<file path="src/rtl/reg_file_param.sv">
// Register file with x0 handling, pending-write scoreboard and sequential clear engine; REGFILE_BYPASS_EN adds write-through reads.
// Latency: writes/scoreboard update on the next edge, reads are combinational, clear takes 2**AW cycles.
// Backpressure: none; while clr_busy is high, w_en, iss_en and clr_req are ignored.
module reg_file_param #(
    parameter int XLEN     = 32,
    parameter int AW       = 5,
    parameter int ZERO_REG = 1
) (
    input  logic            clk,
    input  logic            rst,
    input  logic            w_en,
    input  logic [AW-1:0]   w_addr,
    input  logic [XLEN-1:0] w_data,
    input  logic [AW-1:0]   r_addr1,
    input  logic [AW-1:0]   r_addr2,
    output logic [XLEN-1:0] r_data1,
    output logic [XLEN-1:0] r_data2,
    input  logic            iss_en,
    input  logic [AW-1:0]   iss_rd,
    output logic            busy1,
    output logic            busy2,
    input  logic            clr_req,
    output logic            clr_busy
);

    localparam int NREG = 1 << AW;
    localparam logic [0:0] S_IDLE  = 1'b0;
    localparam logic [0:0] S_CLEAR = 1'b1;

    logic [XLEN-1:0] regs [NREG];
    logic [NREG-1:0] busy;
    logic [NREG-1:0] busy_nxt;
    logic [0:0]      state;
    logic [AW-1:0]   cnt;
    logic            w_ok;

    // A write to a hardwired x0 is dropped entirely.
    assign w_ok = w_en && !((ZERO_REG != 0) && (w_addr == '0));

    // Issue is applied after the writeback clear so a same-address set wins.
    always_comb begin
        busy_nxt = busy;
        if (w_en)
            busy_nxt[w_addr] = 1'b0;
        if (iss_en)
            busy_nxt[iss_rd] = 1'b1;
        if (ZERO_REG != 0)
            busy_nxt[0] = 1'b0;
    end

    always_ff @(posedge clk or negedge rst) begin
        if (!rst) begin
            for (int i = 0; i < NREG; i++)
                regs[i] <= '0;
            busy  <= '0;
            state <= S_IDLE;
            cnt   <= '0;
        end else begin
            case (state)
                S_IDLE: begin
                    if (w_ok)
                        regs[w_addr] <= w_data;
                    if (clr_req) begin
                        state <= S_CLEAR;
                        cnt   <= '0;
                        busy  <= '0;
                    end else begin
                        busy <= busy_nxt;
                    end
                end
                default: begin
                    regs[cnt] <= '0;
                    cnt       <= cnt + 1'b1;
                    if (&cnt)
                        state <= S_IDLE;
                end
            endcase
        end
    end

    assign clr_busy = (state == S_CLEAR);

    always_comb begin
        r_data1 = regs[r_addr1];
        r_data2 = regs[r_addr2];
        busy1   = busy[r_addr1];
        busy2   = busy[r_addr2];
        if ((ZERO_REG != 0) && (r_addr1 == '0))
            r_data1 = '0;
        if ((ZERO_REG != 0) && (r_addr2 == '0))
            r_data2 = '0;
`ifdef REGFILE_BYPASS_EN
        // Write-through: the writeback value is visible and no longer pending this cycle.
        if (w_ok && (state == S_IDLE) && (w_addr == r_addr1)) begin
            r_data1 = w_data;
            busy1   = 1'b0;
        end
        if (w_ok && (state == S_IDLE) && (w_addr == r_addr2)) begin
            r_data2 = w_data;
            busy2   = 1'b0;
        end
`endif
    end

endmodule

</file>
<file path="config.mk">
export PLATFORM = sky130hd
export DESIGN_NAME = reg_file_param
export DESIGN_NICKNAME = d
export VERILOG_FILES = /design/src/rtl/reg_file_param.sv
export SDC_FILE = /design/constraint.sdc
export NUM_CORES = 2
export LEC_CHECK = 0
export BUFFER_PORTS_ARGS = -buffer_cell sky130_fd_sc_hd__clkbuf_2
export CAP_MARGIN = 20
export CORE_ASPECT_RATIO = 1.2
export CORE_UTILIZATION = 40
export CTS_CLUSTER_DIAMETER = 60
export DETAILED_ROUTE_END_ITERATION = 12
export GPL_TIMING_DRIVEN = 0
export PLACE_DENSITY = 0.52
export SLEW_MARGIN = 0
export SYNTH_ARGS = -nofsm -noshare
export SYNTH_HDL_FRONTEND = slang
export SYNTH_SLANG_ARGS = --single-unit
export TNS_END_PERCENT = 10
</file>
<file path="constraint.sdc">
create_clock -name clk -period 3.43 [get_ports clk]
set_clock_uncertainty 0.2 [all_clocks]
set_input_delay 0.5145 -clock clk [delete_from_list [all_inputs] [get_ports clk]]
set_output_delay 0.5145 -clock clk [all_outputs]
set_load 0.01 [all_outputs]
</file>
==> results.ini <==
[status]
status = finished with violations
violations = setup timing

[synthesis]
ys.flop_type = dfrtp_1
synthArstFlopShare = 1.00
synthesis.area_um2 = 54800
syn_inst = 4004
synth_edf_count = 0
synth.distinct_cells = 52
ys_seq_elements = 1061
syn_area_per_cell_um2 = 13.7
yosys_warnings = 0
ys_seq_area_frac = 0.484
synth_nets = 4066

[routing]
drt_iter0_markers = 5310
via_count = 43918
vias_per_cell = 7.07
drc = 0
drt_wl_total_um = 251000
drtPass1Iterations = 7
wl_per_cell_um = 40.4
detail-route-antenna-nets = 0

[setup_path]
required_ns = 3.92
reg2regPathDepth = 5
cp-end-kind = register
critPathArrivalTime_ns = 4.17
path_class = register to register
r2r-end = regs[518]
reg2reg_slack_ns = -0.26
cp_max_fo = 10
r2r_start = clr_busy
start_kind = register

[clock_tree]
clkSinkCount = 1061
htree_levels = 3
root_buffer = clkbuf_16
cts.clk_slew.worst_paths_ns = 0.06
clk_path_buf_depth = 3
tritoncts = yes
clkLatencyLatePin_ns = 0.76
cts_made_buffers = 119

[place]
hpwl_um = 178000
io_buffers = 109
gp_congestion = 0.996
dp_cells = 5938
placed_area_um2 = 58200

[floorplan]
fp.coreArea_um2 = 136000
initial_core_util = 0.404
dieArea_um2 = 139000
rows = 148
pin_count = 124
dieWidth_um = 340
die_h_um = 408

[timing]
setup_ws_ns = -0.257
drv_slew = 0
fmaxAchievable_ghz = 0.271
slew_headroom = 0.146
post-route-period-util = 1.07
rsz0062_at_grt = yes
min_period_ns = 3.69
setup_violations = 216
hold_ws_ns = 0.114
worst_slew_pin_slew_ns = 1.28
fin_tns_setup_ns = -15.14
hold_violations = 0

[global_routing]
grt_first_pass_wirelength_um = 350000
grt-ovfl-total = 0
grt.total_usage = 0.359
grt_max_degree = 103
antenna_found_initial = 5
grt_pass1_vias = 44213

[worst_hold_path]
hold_class = input port to asynchronous set/reset pin

[layout]
postLayoutCellArea_um2 = 65200
finalNonFillerCells = 6213
area_growth_pct = 18.9
drive_gt1_frac = 0.297
finalNetCount = 4381

[power]
finalPower_mw = 38.7
p_leak_nw = 28.2
p_per_area_nw_per_um2 = 593
peakVddDrop_v = 0.000418

[run]
maxCapViolations = 0

-- logic make-up (layout without fill, tap and decap cells) --
kind of cell,after synthesis,in the layout,synth area share
AND/OR/NAND/NOR,258,258,0.0273
other,0,2,0
XOR/XNOR,2,2,0.000320
adder cells (fa/ha/maj),5,5,0.00114
buffers and inverters,534,941,0.0396
flip-flops,1061,1061,0.484
AO/OA/AOI/OAI,1482,1482,0.219
multiplexers,662,662,0.229
-- synth_stat cells, types with 56 or more instances --
cell type	n	area, um2
a211oi_1	67	503
a22o_1	992	8690
a22oi_1	64	480
a311oi_1	64	561
buf_2	111	556
clkbuf_1	394	1480
dfrtp_1	1061	26600
mux2_2	66	743
mux2i_1	130	1300
mux4_2	466	10500
nand2_1	56	210
nor2b_1	103	644
o21ai_0	162	811
-- area by class of cell --
type / instances / area [um2]
inverter: 8 / 33.8
tap: 1800 / 2250
timing repair buffer: 197 / 1770
fill: 11979 / 70500
clock buffer: 172 / 3520
buffer: 523 / 2880
clock inverter: 41 / 542
antenna: 2 / 5.00
multi-input combinational: 2409 / 27600
sequential: 1061 / 26600
-- cell usage in the layout (no fill, tap or decap), types with 10 or more instances in the layout --
cell type,Yosys,layout
clkbuf_1,394,334
nand2_1,56,56
a21oi_2,0,10
o2111ai_1,22,13
buf_4,6,58
a311oi_1,64,11
o21ai_0,162,110
a211oi_2,0,21
a221oi_2,0,25
mux2_2,66,66
a22oi_2,0,21
buf_8,0,21
bufinv_16,0,12
clkbuf_4,0,23
a22oi_1,64,43
o21ai_1,0,23
nor2_1,33,19
clkbuf_16,0,127
o21ai_2,0,24
mux2i_1,130,130
buf_12,0,11
a22o_1,992,992
clkbuf_2,3,153
a211oi_1,67,36
dfrtp_1,1061,1061
buf_16,0,15
buf_6,0,35
nor2b_1,103,102
a311oi_4,0,22
a311oi_2,0,31
a21oi_1,53,43
buf_2,111,41
clkbuf_8,0,30
a211oi_4,0,10
dlygate4sd3_1,0,39
mux4_2,466,466
clkinv_2,0,20
-- routing by layer --
layer / global-route usage / up-vias / part of all wire
met1: 0.464 / 23445 / 0.38
met2: 0.526 / 2872 / 0.44
met3: 0.0866 / 665 / 0.095
li1: - / 16934 / -
met4: 0.261 / 2 / 0.086
met5: 0 / - / 0.000040
-- registers in the layout, indices dropped and copies added (netlist names) --
signal	count
clr_busy	1
cnt	5
regs	1024
busy	31
-- per-stage QoR --
stage                     setup WS (ns)  utilization
after floorplan                   0.459            -
after global placement           -25.69        0.424
after detailed placement          -2.34        0.429
after CTS                       -0.0977        0.478
after global routing            -0.0934        0.480
final                            -0.257        0.480
-- worst max-delay path by stage --
stage / slack (ns) / start / end
after global routing: -0.09 / r_addr2[4] / r_data2[15]
after global placement: -25.69 / rst / regs[680]
after CTS: -0.1 / r_addr2[0] / r_data2[16]
after floorplan: 0.46 / r_addr1[1] / busy1
final: -0.26 / clr_busy / regs[518]
after detailed placement: -2.34 / r_addr2[0] / r_data2[18]
-- timing repair --
action | CTS | global route
gates cloned | 1 | 2
gates resized for setup | 560 | 70
pin swaps | 31 | 17
hold endpoints to repair | 93 | 0
hold buffers | 39 | 0
setup endpoints to repair | 381 | 245
buffers inserted | 16 | 0
-- report_power, final --
group | switching (mW) | internal (mW)
Combinational | 5.11 | 3.90
Sequential | 1.62 | 14.4
Clock | 5.67 | 7.97
Total | 12.4 | 26.3
-- worst max-delay path: stages (launching register included) --
cell and delay [ns]:
dfrtp_1 0.52, nand4b_1 0.66, nor2_4 0.24, a21oi_1 1.04, clkbuf_1 0.69, a22o_1 0.24
Power figures use the tool's default switching activity.
